$ cat src/rtl/writeback_stage_pkg.sv
// Shared definitions for the writeback stage: M/W bus layout, bus width and
// the halt FSM state encoding.
package writeback_stage_pkg;

  localparam int W_BUS_WIDTH = 39;

  localparam int ALU_MSB        = 38;
  localparam int ALU_LSB        = 23;
  localparam int MEM_MSB        = 22;
  localparam int MEM_LSB        = 7;
  localparam int WR_REG_MSB     = 6;
  localparam int WR_REG_LSB     = 3;
  localparam int HALT_BIT       = 2;
  localparam int REG_WRITE_BIT  = 1;
  localparam int MEM_TO_REG_BIT = 0;

  typedef enum logic [1:0] {
    RUN       = 2'd0,
    HALT_PEND = 2'd1,
    HALTED    = 2'd2
  } halt_state_e;

endpackage

$ cat src/rtl/mw_pipe_reg.sv
// Pipeline register with async reset, stall (hold) and flush (bubble).
// Flush outranks stall; a flushed entry is all-zero with valid cleared.
module mw_pipe_reg #(
  parameter int WIDTH = 39
) (
  input  logic             clk,
  input  logic             rst,
  input  logic             stall,
  input  logic             flush,
  input  logic [WIDTH-1:0] d,
  input  logic             valid_in,
  output logic [WIDTH-1:0] q,
  output logic             valid_q
);

  logic [WIDTH-1:0] data_q, data_d;
  logic             vld_q, vld_d;

  always_comb begin
    // NOTE: every combinational output gets a default first, so no path leaves it unassigned and no latch is inferred.
    data_d = data_q;
    vld_d  = vld_q;
    if (flush) begin
      data_d = '0;
      vld_d  = 1'b0;
    end else if (!stall) begin
      data_d = d;
      vld_d  = valid_in;
    end
  end

  always_ff @(posedge clk or posedge rst) begin
    if (rst) begin
      // NOTE: sequential state uses non-blocking assignments so every flop samples pre-edge values.
      data_q <= '0;
      vld_q  <= 1'b0;
    end else begin
      data_q <= data_d;
      vld_q  <= vld_d;
    end
  end

  assign q       = data_q;
  assign valid_q = vld_q;

endmodule

$ cat src/rtl/writeback_stage.sv
// Writeback stage: M/W register, result select, register-write gating, halt FSM.
// Define WB_PERF_CNT_EN to add the retired-instruction counter and retired_cnt port.
module writeback_stage
  import writeback_stage_pkg::*;
(
  input  logic                   clk,
  input  logic                   rst,
  input  logic [W_BUS_WIDTH-1:0] W_in,
  input  logic                   valid_M,
  input  logic                   stall_W,
  input  logic                   flush_W,
  output logic [15:0]            wr_data_W,
  output logic [3:0]             wr_reg_W,
  output logic                   RegWrite_W,
  output logic                   halt_pend,
  output logic                   hlt
`ifdef WB_PERF_CNT_EN
  ,
  output logic [15:0]            retired_cnt
`endif
);

  halt_state_e            state_q, state_d;
  logic [W_BUS_WIDTH-1:0] w_q;
  logic                   valid_w;
  logic                   halted;

  assign halted = (state_q == HALTED);

  // Once halted the register is frozen regardless of stall/flush requests.
  mw_pipe_reg #(
    .WIDTH (W_BUS_WIDTH)
  ) u_mw_reg (
    .clk      (clk),
    .rst      (rst),
    .stall    (stall_W | halted),
    .flush    (flush_W & ~halted),
    .d        (W_in),
    .valid_in (valid_M),
    .q        (w_q),
    .valid_q  (valid_w)
  );

  always_comb begin
    state_d = state_q;
    case (state_q)
      RUN:       if (valid_w && w_q[HALT_BIT] && !stall_W) state_d = HALT_PEND;
      HALT_PEND: state_d = HALTED;
      HALTED:    state_d = HALTED;
      default:   state_d = RUN;
    endcase
  end

  always_ff @(posedge clk or posedge rst) begin
    if (rst) state_q <= RUN;
    else     state_q <= state_d;
  end

  assign wr_data_W  = w_q[MEM_TO_REG_BIT] ? w_q[MEM_MSB:MEM_LSB] : w_q[ALU_MSB:ALU_LSB];
  assign wr_reg_W   = w_q[WR_REG_MSB:WR_REG_LSB];
  // R0 is hard-wired zero, so writes to it are suppressed here.
  assign RegWrite_W = w_q[REG_WRITE_BIT] & valid_w & (wr_reg_W != 4'd0) & ~halted;
  assign halt_pend  = (state_q != RUN);
  assign hlt        = halted;

`ifdef WB_PERF_CNT_EN
  logic [15:0] retired_cnt_q, retired_cnt_d;

  always_comb begin
    retired_cnt_d = retired_cnt_q;
    if (valid_w && !stall_W && !halted) retired_cnt_d = retired_cnt_q + 16'd1;
  end

  always_ff @(posedge clk or posedge rst) begin
    if (rst) retired_cnt_q <= 16'd0;
    else     retired_cnt_q <= retired_cnt_d;
  end

  assign retired_cnt = retired_cnt_q;
`endif

endmodule

$ cat config.mk
export PLATFORM = sky130hd
export DESIGN_NAME = writeback_stage
export DESIGN_NICKNAME = d
export VERILOG_FILES = /design/src/rtl/writeback_stage_pkg.sv /design/src/rtl/mw_pipe_reg.sv /design/src/rtl/writeback_stage.sv
export SDC_FILE = /design/constraint.sdc
export NUM_CORES = 1
export LEC_CHECK = 0
export CELL_PAD_IN_SITES_DETAIL_PLACEMENT = 0
export CELL_PAD_IN_SITES_GLOBAL_PLACEMENT = 1
export CORE_MARGIN = 1
export CORE_UTILIZATION = 25
export CTS_BUF_LIST = sky130_fd_sc_hd__clkbuf_8
export DETAILED_ROUTE_END_ITERATION = 12
export GPL_TIMING_DRIVEN = 1
export PLACE_DENSITY = 0.67
export REMOVE_ABC_BUFFERS = 1
export SETUP_SLACK_MARGIN = 0.02
export SYNTH_ARGS = -nofsm -noshare
export SYNTH_HDL_FRONTEND = slang
export SYNTH_HIERARCHICAL = 1
export SYNTH_SLANG_ARGS = --single-unit
$ cat constraint.sdc
create_clock -name clk -period 3 [get_ports clk]
set_input_delay 0.3 -clock clk [delete_from_list [all_inputs] [get_ports clk]]
set_output_delay 0.3 -clock clk [all_outputs]
set_load 0.05 [all_outputs]
==> impl_metrics.env, run 1 <==
export IMPL_run_status="finished, final reports clean"
export IMPL_synth_compound_gate_area_share=0.00714
export IMPL_clk_insertion_delay_late_ns=0.29
export IMPL_worst_endpoint_arrival_ns=2.12
export IMPL_global_route_usage_total=0.108
export IMPL_fillCellCount=830
export IMPL_drc=0
export IMPL_hold_worst_slack_ns=0.205
export IMPL_max_slew_worst_pin_slew_ns=0.856
export IMPL_numCtsBuffers=5
export IMPL_p_sw_frac=0.425
export IMPL_nNetsFinal=283
export IMPL_crit_slowest_cell="clkdlybuf4s50_1"
export IMPL_synth_distinct_cells=19
export IMPL_max_freq_mhz=413
export IMPL_seqPwrFrac=0.321
export IMPL_worst_path_dominant_cell_family="buffers and inverters"
export IMPL_syn_to_layout_area_delta_pct=37.5
export IMPL_synth_simple_area_share=0.107
export IMPL_cts_max_level=2
export IMPL_critPathKind="flip-flop to output port"
export IMPL_critical_path_max_stage_delay_ns=0.70
export IMPL_clk_transition_reported_paths_ns=0.08
export IMPL_fp_row_count=33
export IMPL_pre_cts_slack_ns=0.872
export IMPL_antenna_found_initial=0
export IMPL_clock_path_buffers=2
export IMPL_power_static_leakage_nw=1.41
export IMPL_routabilityCongestion=0.661
export IMPL_start_util=0.257
export IMPL_drive_above_1_share=0.122
export IMPL_maxCapViolations=0
export IMPL_io_pins=67
export IMPL_synthDominantCellAreaShare=0.500
export IMPL_cts_resized=0
export IMPL_synth_mux_area_frac=0.294
export IMPL_antennaDiodeCount=0
export IMPL_p_int_mw=1.52
export IMPL_root_buffer="clkbuf_8"
export IMPL_synthAdderAreaFrac=0.0179
export IMPL_cts_hold_buffers_added=0
export IMPL_timing_critical_path_to_type="output port"
export IMPL_drt_first_pass_iters=4
export IMPL_synth_cells=171
export IMPL_worst_clock_skew_ns=0.00793
export IMPL_path_buf_inv=2
export IMPL_synth_seq_cells=42
export IMPL_wire_length_of_the_first_global_routing_pass_mm=7.26
export IMPL_detailedRoute_firstIterationViolations=39
export IMPL_peak_supply_drop_v=0.000287
export IMPL_critical_path_cell_chain="buf_4 > mux2_2 > clkdlybuf4s50_1"
export IMPL_maxSlewViolCount=0
export IMPL_crit_path_start_kind="flip-flop"
export IMPL_drt_vias_per_instance=4.14
export IMPL_worst_hold_class="primary input to async pin"
export IMPL_timing_final_crit_period_ns=2.42
export IMPL_switching_power_mw=1.13
export IMPL_largest_family_of_logic_cells_by_synthesized_area="multiplexers"
export IMPL_setup_viol=0
export IMPL_share_comb_of_total_power=0.536
export IMPL_die_x_microns=93.7
export IMPL_synth_top_cell_by_area="dfrtp_1"
export IMPL_global_route_overflow_total=0
export IMPL_share_of_synthesized_area_occupied_by_flip_flops_and_latches=0.500
export IMPL_post_synth_cell_area_avg_sq_um=12.3
export IMPL_power_frac_clock=0.143
export IMPL_total_number_of_vias=1417
export IMPL_period_share=0.806
export IMPL_core_area_sq_um=8180
export IMPL_maxSlewHeadroom=0.428
export IMPL_layout_cells_most_common_list="clkdlybuf4s50_1, dfrtp_1, mux2i_1, nor2_1, mux2_4"
export IMPL_cts_setup_buffers=0
export IMPL_cts_tree="built"
export IMPL_die_h_microns=93.7
export IMPL_timing_setup_tns_ns=0
export IMPL_timing_critical_path_fanout_max=14
export IMPL_timing_hold_violations_final=0
export IMPL_final_antenna_net_count=0
export IMPL_synthesis_yosys_warnings=6
export IMPL_cts_sinks=42
export IMPL_grt_setup_unrepaired="false"
export IMPL_netlist_area_sq_um=2100
export IMPL_yosys_top_cells_area="dfrtp_1, mux2i_1, mux2_4"
export IMPL_grt_max_degree=41
export IMPL_power_density_nw_per_um2=916
export IMPL_multiInputGateArea_sq_um=902
export IMPL_die_area_sq_um=8780
export IMPL_routed_wirelength_mm=4.38
export IMPL_worst_slack_ns=0.581
export IMPL_port_buffers=66
export IMPL_worst_ep_required_time_ns=2.70
export IMPL_final_common_cell="clkdlybuf4s50_1"
export IMPL_via_count_of_the_first_global_routing_pass=1485
export IMPL_synth_xor_area_share=0
export IMPL_post_dp_hpwl_mm=2.91
export IMPL_wl_per_cell_microns=12.8
export IMPL_area_sequential_sq_um=1050
export IMPL_final_util=0.354
## power by group through the flow
stage / combinational [mW] / sequential [mW] / clock, mW
floorplan: 0.944 / 0.914 / 0
global placement: 1.43 / 0.865 / 0
detailed placement: 1.44 / 0.866 / 0
CTS: 1.44 / 0.854 / 0.401
global route: 1.53 / 0.880 / 0.421
finish: 1.42 / 0.851 / 0.378
## state kept, by name, indices dropped and copies added, names as in the netlist
signal / cells
state_q: 2
u_mw_reg/q: 39
u_mw_reg/valid_q: 1
## kinds of logic (layout without fill, tap and decap cells)
| family | Yosys count | count (layout) |
|---|---|---|
| multiplexers | 56 | 56 |
| AND/OR/NAND/NOR | 52 | 52 |
| flip-flops | 42 | 42 |
| buffers and inverters | 16 | 82 |
| adder cells (fa/ha/maj) | 3 | 3 |
| AO/OA/AOI/OAI | 2 | 2 |
## path summary, 6_finish.rpt
path | from | end | slack, ns | depth (start not counted)
worst max-delay path | u_mw_reg/q[0] | wr_data_W[1] | 0.58 | 3
worst min-delay path | rst | state_q[0] | 0.20 | 2
worst max register to register | state_q[0] | u_mw_reg/q[6] | 0.95 | 6
worst min register to register | u_mw_reg/q[27] | u_mw_reg/q[27] | 0.52 | 2
max in group asynchronous | rst | u_mw_reg/q[23] | 1.93 | 2
min in group clk | u_mw_reg/q[27] | u_mw_reg/q[27] | 0.52 | 2
## through the flow
step                      instance area, sq um  total power, mW  cells
after CTS                                 2890             2.70    342
after global placement                    2800             2.29    334
final                                     2890             2.65    342
after floorplan                           1960             1.86    160
after detailed placement                  2800             2.31    334
after global routing                      2890             2.83    342
## area by class of cell
cell class | instances | area share
flip-flops and latches | 42 | 0.364
multi-input cells | 113 | 0.312
repair buffers | 69 | 0.241
well taps | 105 | 0.0455
clock buffers | 6 | 0.0286
inverters | 5 | 0.00649
clock inverters | 2 | 0.00303
## synthesized netlist by cell type
cell type and count:
buf_12 5, mux2i_1 40, mux2_2 6, clkbuf_1 4
mux2_4 10, o211ai_1 2, nand4b_1 2, ha_1 3
or2_2 1, buf_6 2, inv_1 5, nor3_1 1
nor4_1 1, dfrtp_1 42, nand2_1 3, nand2b_1 2
nor2_1 40, and3b_1 1, nor2b_1 1
## routing by layer
layer / global-route usage / wire, microns / vias to the layer above
met4: 0.0346 / 31 / 0
met3: 0.0340 / 295 / 4
met5: 0 / 0 / -
met2: 0.176 / 2080 / 38
li1: - / - / 701
met1: 0.136 / 1980 / 674
Power figures use the tool's default switching activity.
==> run 2, diff against run 1 <==
--- a/config.mk
+++ b/config.mk
@@ -12,7 +12,7 @@
 export CTS_BUF_LIST = sky130_fd_sc_hd__clkbuf_8
 export DETAILED_ROUTE_END_ITERATION = 12
 export GPL_TIMING_DRIVEN = 1
-export PLACE_DENSITY = 0.67
+export PLACE_DENSITY = 0.69
 export REMOVE_ABC_BUFFERS = 1
 export SETUP_SLACK_MARGIN = 0.02
 export SYNTH_ARGS = -nofsm -noshare
==> constraint.sdc (replaced) <==
create_clock -name clk -period 2.2 [get_ports clk]
set_input_delay 0.22 -clock clk [delete_from_list [all_inputs] [get_ports clk]]
set_output_delay 0.22 -clock clk [all_outputs]
set_load 0.05 [all_outputs]
==> run 2 against run 1 <==
Effect of this change: worst hold slack got worse by 0.071 ns; critical endpoint is now halt_pend; core utilization increased by 1.4 points; wire length down 2.2%; largest power group unchanged; clock-buffer cell count increased by 2; highest routed layer unchanged; global-route usage is 0.33 points lower; non-clock buffer count grew 3; sequential power grew 35%; register-to-register slack worse by 0.44 ns; cell count increased by 0.88%; final area is 3.9% higher.
==> impl_metrics.env, run 2 (synthesis gave the netlist of run 1 again) <==
export IMPL_die_h_microns=93.7
export IMPL_maxSlewHeadroom=0.664
export IMPL_fin_area_sq_um=3000
export IMPL_global_route_overflow_total=0
export IMPL_crit_path_start="state_q[0]"
export IMPL_power_static_leakage_nw=1.50
export IMPL_detailedRoute_firstIterationViolations=23
export IMPL_start_util=0.257
export IMPL_period_share=0.925
export IMPL_finalNonFillerCells=345
export IMPL_drt_vias_per_instance=4.18
export IMPL_cts_max_level=2
export IMPL_crit_path_start_kind="flip-flop"
export IMPL_timing_final_crit_period_ns=2.03
export IMPL_critical_path_most_common_cell="inv_1"
export IMPL_final_common_cell="clkdlybuf4s50_1"
export IMPL_crit_slowest_cell="clkdlybuf4s50_1"
export IMPL_antenna_found_initial=0
export IMPL_critical_path_cell_chain="inv_1 > ha_1 > inv_1 > clkdlybuf4s50_1"
export IMPL_worst_ep_required_time_ns=1.98
export IMPL_maxCapViolations=0
export IMPL_drive_above_1_share=0.208
export IMPL_die_area_sq_um=8780
export IMPL_port_buffers=66
export IMPL_core_area_sq_um=8180
export IMPL_r2r_start="state_q[0]"
export IMPL_dpl_cell_area_sq_um=2890
export IMPL_root_buffer="clkbuf_8"
export IMPL_path_buf_inv=3
export IMPL_max_freq_mhz=491
export IMPL_io_pins=67
export IMPL_drt_first_pass_iters=4
export IMPL_die_x_microns=93.7
export IMPL_setup_viol=0
export IMPL_grt_setup_unrepaired="false"
export IMPL_total_power_mw=3.86
export IMPL_grt_max_degree=41
export IMPL_run_status="finished, final reports clean"
export IMPL_timing_critical_path_fanout_max=5
export IMPL_post_dp_hpwl_mm=3.01
export IMPL_total_number_of_vias=1441
export IMPL_critical_path_max_stage_delay_ns=0.79
export IMPL_cts_sinks=42
export IMPL_post_place_cells=337
export IMPL_clock_path_buffers=2
export IMPL_numCtsBuffers=5
export IMPL_cts_tree="built"
export IMPL_nNetsFinal=286
export IMPL_layout_cells_most_common_list="clkdlybuf4s50_1, dfrtp_1, mux2i_1, nor2_1, buf_4"
export IMPL_wl_per_cell_microns=12.4
export IMPL_wire_length_of_the_first_global_routing_pass_mm=7.03
export IMPL_clk_insertion_delay_late_ns=0.29
export IMPL_routabilityCongestion=0.645
export IMPL_worst_hold_class="primary input to async pin"
export IMPL_largest_register_ffs=39
export IMPL_worst_clock_skew_ns=0.00447
export IMPL_worst_endpoint_arrival_ns=1.81
export IMPL_critPathKind="flip-flop to output port"
export IMPL_drc=0
export IMPL_final_antenna_net_count=0
export IMPL_global_route_usage_total=0.105
export IMPL_syn_to_layout_area_delta_pct=42.9
export IMPL_worst_path_dominant_cell_family="buffers and inverters"
export IMPL_routed_wirelength_mm=4.29
export IMPL_antennaDiodeCount=0
export IMPL_power_density_nw_per_um2=1280
export IMPL_timing_hold_violations_final=0
export IMPL_via_count_of_the_first_global_routing_pass=1473
export IMPL_clk_transition_reported_paths_ns=0.08
export IMPL_max_slew_worst_pin_slew_ns=0.504
export IMPL_fp_row_count=33
export IMPL_peak_supply_drop_v=0.000479
export IMPL_cts_setup_buffers=0
export IMPL_maxSlewViolCount=0
export IMPL_timing_critical_path_to_type="output port"
-- run 2: timing repair --
| action | in CTS | in global routing |
|---|---|---|
| setup endpoints to repair | 0 | 1 |
| hold buffers | 0 | 0 |
| resized for setup | 0 | 1 |
-- run 2: per-stage QoR --
stage                util  worst slack (ns)  setup TNS (ns)  hold WS (ns)
floorplan               -            -0.272          -10.89       -0.0388
global placement    0.354             0.431               0         0.466
detailed placement  0.354             0.399               0         0.448
CTS                 0.367            0.0594               0         0.130
global route        0.367            0.0701               0         0.147
finish              0.367             0.165               0         0.133
-- run 2: layout make-up --
class / count / area [sq um]
Fill cell: 830 / 5170
Sequential cell: 42 / 1050
Multi-Input combinational cell: 113 / 902
Timing Repair Buffer: 72 / 791
Tap cell: 105 / 131
Clock buffer: 8 / 110
Inverter: 5 / 18.8
-- run 2: final timing paths --
kind                             endpoint  slack (ns)  cells after the start
max in group asynchronous  u_mw_reg/q[17]        1.28                      3
setup reg to reg           u_mw_reg/q[21]        0.51                      6
setup / recovery                halt_pend        0.17                      4
min in group clk           u_mw_reg/q[23]        0.52                      3
hold reg to reg            u_mw_reg/q[36]        0.52                      2
hold / removal                 state_q[1]        0.13                      2
-- run 2: power breakdown --
group          switching, mW  total, mW  leakage (nW)  internal [mW]
clock network          0.266      0.583        0.0575          0.317
logic                   1.17       2.12         0.896          0.955
registers              0.135       1.15         0.551           1.02
total                   1.57       3.86          1.50           2.29
-- run 2: metal layers --
metal,up-vias,share of wire,global-route usage
met3,6,0.055,0.0316
met4,0,0.010,0.0308
met1,690,0.44,0.130
li1,708,-,-
met2,37,0.49,0.176
met5,-,0,0
==> run 3, diff against run 2 <==
--- a/config.mk
+++ b/config.mk
@@ -11,6 +11,7 @@
 export CORE_UTILIZATION = 25
 export CTS_BUF_LIST = sky130_fd_sc_hd__clkbuf_8
 export DETAILED_ROUTE_END_ITERATION = 12
+export GPL_ROUTABILITY_DRIVEN = 0
 export GPL_TIMING_DRIVEN = 1
 export PLACE_DENSITY = 0.69
 export REMOVE_ABC_BUFFERS = 1
==> results of run 3 <==
The final DEF is identical to that of run 2; final timing and power are the same.
